**src/rtl/demux_serial_feeder_if.sv**
```systemverilog
`default_nettype none
// ---------------------------------------------------------------------------
// demux_serial_feeder_if : word/destination handshake plus serial demux feed
// Revision 1.0
// ---------------------------------------------------------------------------
interface demux_serial_feeder_if #(
  parameter int WIDTH = 8
);
  logic             in_valid;
  logic             in_ready;
  logic [WIDTH-1:0] in_data;
  logic [2:0]       in_dest;
  logic             data_out;
  logic [2:0]       select;
  logic             frame_active;
  logic             frame_done;
  logic [7:0]       frames_sent;

  modport master (
    output in_valid, in_data, in_dest,
    input  in_ready, data_out, select, frame_active, frame_done, frames_sent
  );

  modport slave (
    input  in_valid, in_data, in_dest,
    output in_ready, data_out, select, frame_active, frame_done, frames_sent
  );
endinterface
`default_nettype wire

```
**src/rtl/demux_serial_feeder.sv**
```systemverilog
`default_nettype none
// ---------------------------------------------------------------------------
// demux_serial_feeder : serializes a word MSB first toward one demux output
// Revision 1.0
// ---------------------------------------------------------------------------
module demux_serial_feeder #(
  parameter int WIDTH = 8
) (
  input  wire                    clk,
  input  wire                    rst,
  demux_serial_feeder_if.slave   bus
);
  localparam int CNT_W = (WIDTH > 2) ? $clog2(WIDTH) : 1;

  typedef enum logic [1:0] {
    IDLE  = 2'd0,
    SHIFT = 2'd1,
    GAP   = 2'd2
  } state_t;

  state_t           state_q, state_d;
  logic [WIDTH-1:0] shreg_q, shreg_d;
  logic [CNT_W-1:0] cnt_q, cnt_d;
  logic [2:0]       select_q, select_d;
  logic             data_out_q, data_out_d;
  logic             in_ready_q, in_ready_d;
  logic             frame_active_q, frame_active_d;
  logic             frame_done_q, frame_done_d;
  logic [7:0]       frames_sent_q, frames_sent_d;

  always_comb begin
    state_d        = state_q;
    shreg_d        = shreg_q;
    cnt_d          = cnt_q;
    select_d       = select_q;
    data_out_d     = data_out_q;
    in_ready_d     = in_ready_q;
    frame_active_d = frame_active_q;
    frame_done_d   = 1'b0;
    frames_sent_d  = frames_sent_q;
    case (state_q)
      IDLE: begin
        if (bus.in_valid && in_ready_q) begin
          state_d        = SHIFT;
          shreg_d        = bus.in_data;
          cnt_d          = CNT_W'(WIDTH - 1);
          select_d       = bus.in_dest;
          data_out_d     = bus.in_data[WIDTH-1];
          frame_active_d = 1'b1;
          in_ready_d     = 1'b0;
        end
      end
      SHIFT: begin
        // Outputs are registered, so the bit loaded here is the one shown next cycle.
        shreg_d = shreg_q << 1;
        if (cnt_q == '0) begin
          state_d        = GAP;
          data_out_d     = 1'b0;
          frame_active_d = 1'b0;
          frame_done_d   = 1'b1;
          frames_sent_d  = frames_sent_q + 8'd1;
        end else begin
          cnt_d      = cnt_q - CNT_W'(1);
          data_out_d = shreg_q[WIDTH-2];
        end
      end
      GAP: begin
        state_d    = IDLE;
        in_ready_d = 1'b1;
      end
      default: begin
        state_d    = IDLE;
        in_ready_d = 1'b1;
      end
    endcase
  end

  always_ff @(posedge clk) begin
    if (rst) begin
      state_q        <= IDLE;
      shreg_q        <= '0;
      cnt_q          <= '0;
      select_q       <= 3'd0;
      data_out_q     <= 1'b0;
      in_ready_q     <= 1'b1;
      frame_active_q <= 1'b0;
      frame_done_q   <= 1'b0;
      frames_sent_q  <= 8'd0;
    end else begin
      state_q        <= state_d;
      shreg_q        <= shreg_d;
      cnt_q          <= cnt_d;
      select_q       <= select_d;
      data_out_q     <= data_out_d;
      in_ready_q     <= in_ready_d;
      frame_active_q <= frame_active_d;
      frame_done_q   <= frame_done_d;
      frames_sent_q  <= frames_sent_d;
    end
  end

  assign bus.in_ready     = in_ready_q;
  assign bus.data_out     = data_out_q;
  assign bus.select       = select_q;
  assign bus.frame_active = frame_active_q;
  assign bus.frame_done   = frame_done_q;
  assign bus.frames_sent  = frames_sent_q;
endmodule
`default_nettype wire

```
**src/flat_wrapper.sv**
```systemverilog
// flat-port wrapper written by rule: the top's interface ports become plain ports
module demux_serial_feeder_flat 
#(
  parameter int WIDTH = 8
)
  (clk, rst, bus_in_valid, bus_in_data, bus_in_dest, bus_in_ready, bus_data_out, bus_select, bus_frame_active, bus_frame_done, bus_frames_sent);
  demux_serial_feeder_if #(.WIDTH(WIDTH)) bus_i ();
  input  wire clk;
  input  wire rst;
  input wire logic [$bits(bus_i.in_valid)-1:0] bus_in_valid;
  input wire logic [$bits(bus_i.in_data)-1:0] bus_in_data;
  input wire logic [$bits(bus_i.in_dest)-1:0] bus_in_dest;
  output wire logic [$bits(bus_i.in_ready)-1:0] bus_in_ready;
  output wire logic [$bits(bus_i.data_out)-1:0] bus_data_out;
  output wire logic [$bits(bus_i.select)-1:0] bus_select;
  output wire logic [$bits(bus_i.frame_active)-1:0] bus_frame_active;
  output wire logic [$bits(bus_i.frame_done)-1:0] bus_frame_done;
  output wire logic [$bits(bus_i.frames_sent)-1:0] bus_frames_sent;
  assign bus_i.in_valid = bus_in_valid;
  assign bus_i.in_data = bus_in_data;
  assign bus_i.in_dest = bus_in_dest;
  assign bus_in_ready = bus_i.in_ready;
  assign bus_data_out = bus_i.data_out;
  assign bus_select = bus_i.select;
  assign bus_frame_active = bus_i.frame_active;
  assign bus_frame_done = bus_i.frame_done;
  assign bus_frames_sent = bus_i.frames_sent;
  demux_serial_feeder #(.WIDTH(WIDTH)) u_core (.clk(clk), .rst(rst), .bus(bus_i));
endmodule
```
**config.mk**
```make
export PLATFORM = sky130hd
export DESIGN_NAME = demux_serial_feeder_flat
export DESIGN_NICKNAME = d
export VERILOG_FILES = /design/src/rtl/demux_serial_feeder_if.sv /design/src/rtl/demux_serial_feeder.sv /design/src/flat_wrapper.sv
export SDC_FILE = /design/constraint.sdc
export NUM_CORES = 1
export LEC_CHECK = 0
export CORE_UTILIZATION = 43
export DETAILED_ROUTE_END_ITERATION = 8
export PLACE_DENSITY = 0.74
export SYNTH_ARGS = -nofsm -noshare
export SYNTH_HDL_FRONTEND = slang
export SYNTH_SLANG_ARGS = --single-unit
```
**constraint.sdc**
```tcl
create_clock -name clk -period 1.57 [get_ports clk]
set_input_delay 0.2355 -clock clk [delete_from_list [all_inputs] [get_ports clk]]
set_output_delay 0.2355 -clock clk [all_outputs]
set_load 0.03 [all_outputs]
```
==> results.yml, run 1 <==
floorplan:
  die_w_um: 53.8
  die_area_um2: 2890
  initial_core_util_pct: 46.1
  rows: 18
  coreArea_um2: 2500
  die_h_um: 53.8
  num_io_pins: 29
route:
  final_antenna_net_count: 0
  wl_mm: 2.56
  num_vias: 1089
  dr.first_iter.drc_count: 9
  drc: 0
  drt_first_pass_iters: 4
  vias_per_cell: 5.42
  wl_per_cell_um: 12.7
place:
  place_hpwl_mm: 1.89
  place_congestion: 0.787
  dp_cells: 197
  port_buffers: 28
  dpl_cell_area_um2: 1550
synth:
  synth-seq-area-share_pct: 46.9
  synth_compound_area_share_pct: 20.3
  synth_nets: 149
  yosys.area_share.adder_pct: 3.25
  ys_types: 33
  synthArstFlopShare_pct: 0
  yosys_register_bits: 27
  synthXorXnorAreaFrac_pct: 0.759
  yosysTopAreaCellShare_pct: 46.9
  synth_area_per_cell_um2: 8.74
  synth_top_cell_by_area: "dfxtp_1"
  yosysMostFrequentCell: "dfxtp_1"
  synth_top_family_by_area: "simple AND/OR/NAND/NOR gates"
  synth_edf_count: 0
  yosys.area_share.simple_pct: 23.6
  synthMuxAreaShare_pct: 0.868
  netlist_top_cells_count: "dfxtp_1 (27), nand2_1 (21), a21oi_1 (14)"
  ys_warn_count: 0
  syn-instance-count: 132
  synthTopCellsByArea: "dfxtp_1 (47%), nand2_1 (6.8%), a21oi_1 (6.1%)"
  ys.flop_type: "dfxtp_1"
  syn_area_um2: 1150
worst_setup_path:
  worst_r2r_startpoint: "u_core.cnt_q[0]"
  r2r_setup_slack_ns: 0.11
  crit_path_start_kind: "flip-flop"
  r2r-end: "u_core.bus.frames_sent[6]"
  slowest_stage: "or4_4"
  required_ns: 1.83
  crit_chain: "inv_2 > ha_4 > nand4bb_4 > or4_4 > a21oi_1"
  slowest_delay_ns: 0.53
  end_kind: "flip-flop"
  worstPathArrival_ns: 1.72
  r2r_cells: 5
  timing.setup.critical_path_class: "flip-flop to flip-flop"
  cp_max_fo: 8
timing:
  layout_min_cycle_time_ns: 1.46
  slew_viol_final: 0
  worst_pin_slew_ns: 0.424
  rsz0062_at_grt: "false"
  hold_viol: 0
  slew_headroom_pct: 71.6
  period_share_pct: 92.7
  fmax_mhz: 687
  setup_violations: 0
  fin_hold_ws_ns: 0.443
  fin_skew_ns: 0.00749
clocking:
  clk_latency_ns: 0.32
  clock_sinks: 27
  clkTransAtPathRegs_ns: 0.15
  cts_root_buf: "clkbuf_4"
  cts_setup_buffers: 0
  cts_tree: "yes"
  clockBufferDepth: 2
  cts_buffers: 3
  htree_levels: 1
hold_path:
  hp-class: "input pin to flip-flop"
  hold_end: "u_core.bus.select[1]"
  min_from: "bus_in_dest[1]"
  min_path_cells: 3
cells_and_area:
  nets: 189
  fin_util_pct: 63.7
  finalNonFillerCells: 201
  drive_above_1_share_pct: 14.6
  n_antenna_cell: 0
  syn2layout_area_growth_pct: 38.1
  finalInstanceArea_um2: 1590
grt:
  grt_max_degree: 17
  grt-ovfl-total: 0
  grt_pass1_wl_mm: 4.13
  grtUsageTotal_pct: 19.7
  grt_antenna_before_repair: 0
  grt_pass1_vias: 986
power:
  peakVddDrop_mv: 0.606
  power_density_nw_per_um2: 938
  leakage_nw: 0.661
  p_total_mw: 1.49
status:
  status: "finished, final reports clean"
run:
  drv_cap: 0
## area by class of cell
class | count | area [um^2]
repair buffers | 43 | 374
flip-flops and latches | 27 | 541
well taps | 30 | 37.5
fillers | 221 | 907
clock buffers | 3 | 22.5
multi-input cells | 93 | 596
clock inverters | 1 | 7.51
inverters | 4 | 15.0
## metrics by stage
stage | TNS (ns) | setup WS (ns)
after floorplan | 0 | 0.0644
after global placement | 0 | 0.0108
after detailed placement | -0.233 | -0.0431
after CTS | 0 | 0.00691
after global routing | 0 | 0.0120
final | 0 | 0.115
## sequential cells by signal, indices dropped and copies added (netlist names)
name,flops
u_core.bus.select,3
u_core.bus.frame_active,1
u_core.bus.in_ready,1
u_core.cnt_q,3
u_core.bus.data_out,1
u_core.bus.frames_sent,8
u_core.bus.frame_done,1
u_core.state_q,2
u_core.shreg_q,7
## critical path: cells and delay by family, from the launching register on
kind,cells,cell delay [ns]
and+or+nand+nor,2,0.69
DFF,1,0.34
adders and majority gates,1,0.15
AOI/OAI and AO/OA,1,0.14
buffers and inverters,1,0.07
## layout by cell type, fill, tap and decap left out, types with 2 or more instances in the layout
cell,instances
dfxtp_1,27
nand2_1,21
dlygate4sd2_1,15
buf_4,15
a21oi_1,14
clkdlybuf4s50_1,13
nor2_1,12
a311oi_1,6
o31ai_1,4
or4_1,3
nand3_1,3
nand2b_1,3
clkbuf_4,3
inv_2,2
inv_1,2
o21ai_0,2
or3_1,2
ha_1,2
## worst max-delay path by stage
stage                                      endpoint                 startpoint  slack (ns)
after floorplan           u_core.bus.frames_sent[6]  u_core.bus.frames_sent[0]        0.06
after global placement            u_core.shreg_q[5]               bus_in_valid        0.01
after detailed placement  u_core.bus.frames_sent[5]            u_core.cnt_q[0]       -0.04
after CTS                 u_core.bus.frames_sent[5]            u_core.cnt_q[0]       0.007
after global routing      u_core.bus.frames_sent[6]            u_core.cnt_q[0]        0.01
final                     u_core.bus.frames_sent[6]            u_core.cnt_q[0]        0.11
## routing by layer
layer / share of wire [%] / track usage (%) / vias to the layer above
li1: - / - / 552
met1: 47 / 23.0 / 505
met2: 46 / 33.1 / 26
met3: 5.0 / 4.24 / 6
met4: 2.3 / 10.5 / 0
met5: 0 / 0 / -
## report_power, final
part / switching, mW / internal (mW) / total, mW
clock network: 0.205 / 0.0973 / 0.302
logic: 0.208 / 0.198 / 0.405
registers: 0.0392 / 0.748 / 0.787
total: 0.452 / 1.04 / 1.49
## repair_timing
action,4_1_cts,5_1_grt
hold endpoints to repair,0,0
hold buffers,0,0
pin swaps,0,0
setup endpoints to repair,21,6
resized for setup,16,6
## kinds of logic (layout without fill, tap and decap cells)
logic type / Yosys count / in the layout
AO/OA/AOI/OAI: 35 / 35
XOR/XNOR: 1 / 1
adder cells (fa/ha/maj): 3 / 3
buffers and inverters: 12 / 51
flip-flops: 27 / 27
multiplexers: 1 / 1
AND/OR/NAND/NOR: 53 / 53
Power figures use the tool's default switching activity.
==> run 2, diff against run 1 <==
- CAP_MARGIN: default -> 10
- CTS_CLUSTER_DIAMETER: default -> 100
==> results of run 2 <==
No change in the layout: final DEF, timing and power equal those of run 1.
==> run 3, diff against run 2 <==
- CORE_UTILIZATION: 43 -> 51
- PLACE_DENSITY: 0.74 -> 0.83
- SKIP_CTS_REPAIR_TIMING: default -> 1
- clock period: 1.57 -> 1.7 ns (I/O delays scaled with it)
==> results.yml, run 3 (same netlist as run 1, synthesis figures left out) <==
status:
  status: "finished, final reports clean"
hold_path:
  hp-class: "flip-flop to flip-flop"
place:
  dpl_cell_area_um2: 1490
  place_hpwl_mm: 1.77
  place_ws_ns: 0.0284
  port_buffers: 28
  place_congestion: 0.813
grt:
  grt_max_degree: 16
  grt_antenna_before_repair: 0
  grt_pass1_vias: 976
  grt-ovfl-total: 0
  grt_pass1_wl_mm: 4.19
  grtUsageTotal_pct: 21.5
power:
  intPower_mw: 0.927
  seq_power_share_pct: 54.9
  p_clk_share_pct: 20.7
  leakage_nw: 0.697
  p_sw_mw: 0.399
  peakVddDrop_mv: 0.592
  switching_share_pct: 30.1
  power_frac_comb_pct: 24.4
  power_density_nw_per_um2: 857
route:
  vias_per_cell: 5.48
  wl_mm: 2.50
  final_antenna_net_count: 0
  wl_per_cell_um: 13.1
  num_vias: 1041
  drt_first_pass_iters: 5
  dr.first_iter.drc_count: 13
  drc: 0
timing:
  layout_min_cycle_time_ns: 1.64
  fmax_mhz: 610
  period_share_pct: 96.4
  rsz0062_at_grt: "true"
  fin_ws_ns: 0.0615
  slew_viol_final: 0
  fin_hold_ws_ns: 0.473
  worst_pin_slew_ns: 0.463
  slew_headroom_pct: 69.1
  setup_violations: 0
  fin_skew_ns: 0.00323
  hold_viol: 0
worst_setup_path:
  crit_chain: "inv_1 > ha_2 > nand4bb_1 > buf_4 > or4_1 > a21oi_2"
  slowest_delay_ns: 0.53
  crit_buf_inv: 2
  crit_family: "simple AND/OR/NAND/NOR gates"
  required_ns: 1.97
  end_kind: "flip-flop"
  crit_path_start_kind: "flip-flop"
  r2r_setup_slack_ns: 0.06
  slowest_stage: "or4_1"
  cp_max_fo: 11
  worstPathArrival_ns: 1.91
  timing.setup.critical_path_class: "flip-flop to flip-flop"
floorplan:
  num_io_pins: 29
  die_area_um2: 2460
  die_w_um: 49.6
  rows: 16
  initial_core_util_pct: 56.5
  coreArea_um2: 2040
  die_h_um: 49.6
cells_and_area:
  fin_util_pct: 75.7
  ff_latch_area_um2: 541
  drive_above_1_share_pct: 9.82
  syn2layout_area_growth_pct: 34.1
  layout_common_cells: "dfxtp_1 (27), nand2_1 (21), clkdlybuf4s50_1 (20)"
  finalInstanceArea_um2: 1550
  multiInputGateArea_um2: 577
  nets: 181
  fill_cells: 158
  largest_reg_flops: 8
  layout_commonest_cell: "dfxtp_1"
  n_antenna_cell: 0
clocking:
  cts_tree: "yes"
  clkTransAtPathRegs_ns: 0.14
  cts_buffers: 3
  clk_latency_ns: 0.32
  clockBufferDepth: 2
  cts_root_buf: "clkbuf_4"
  htree_levels: 1
  clock_sinks: 27
run:
  drv_cap: 0
==> run 3: cell types whose count changed in the layout (fill, tap and decap cells not counted), sizes merged <==
cell,previous run,this run
clkinvlp,1,0
buf,15,7
dlymetal6s2s,0,8
clkinv,0,1
dlygate4sd2,15,0
clkdlybuf4s50,13,20
==> run 3: area by class of cell <==
type | count | share of cell area (%)
clock buffers | 3 | 1.46
repair buffers | 35 | 22.8
flip-flops and latches | 27 | 35.0
well taps | 27 | 2.18
clock inverters | 1 | 0.324
inverters | 4 | 0.971
multi-input cells | 93 | 37.3
==> run 3: final timing paths <==
kind / end / startpoint / cells past startpoint
max: u_core.bus.frames_sent[7] / u_core.cnt_q[0] / 6
min: u_core.bus.select[2] / u_core.bus.select[2] / 2
max reg2reg: u_core.bus.frames_sent[7] / u_core.cnt_q[0] / 6
min reg2reg: u_core.bus.select[2] / u_core.bus.select[2] / 2
==> run 3: metrics by stage <==
| step | power, mW | setup TNS [ns] | instances |
|---|---|---|---|
| floorplan | 0.938 | 0 | 132 |
| global placement | 1.05 | 0 | 186 |
| detailed placement | 1.06 | 0 | 186 |
| CTS | 1.34 | -0.0888 | 190 |
| global route | 1.40 | -0.00196 | 190 |
| finish | 1.33 | 0 | 190 |
==> run 3: power groups by stage <==
stage                     clock network, mW  registers (mW)  logic [mW]
after floorplan                           0           0.769       0.169
after global placement                    0           0.738       0.309
after detailed placement                  0           0.742       0.321
after CTS                             0.289           0.728       0.324
after global routing                  0.310           0.736       0.355
final                                 0.274           0.728       0.323
==> run 3: tightest hold or removal path, cell delays in order, from the launching register on <==
cell,delay [ns]
dfxtp_1,0.34
nand2_1,0.05
a21oi_1,0.05
==> run 3: routing by layer <==
layer  wire, um  vias to the layer above  GRT usage (%)  share of wire, %
met5          0                        -              0                 0
met2       1240                       22           38.7                50
met3         87                        0           2.78               3.5
met4          0                        0           4.29                 0
li1           -                      537              -                 -
met1       1170                      482           27.2                47
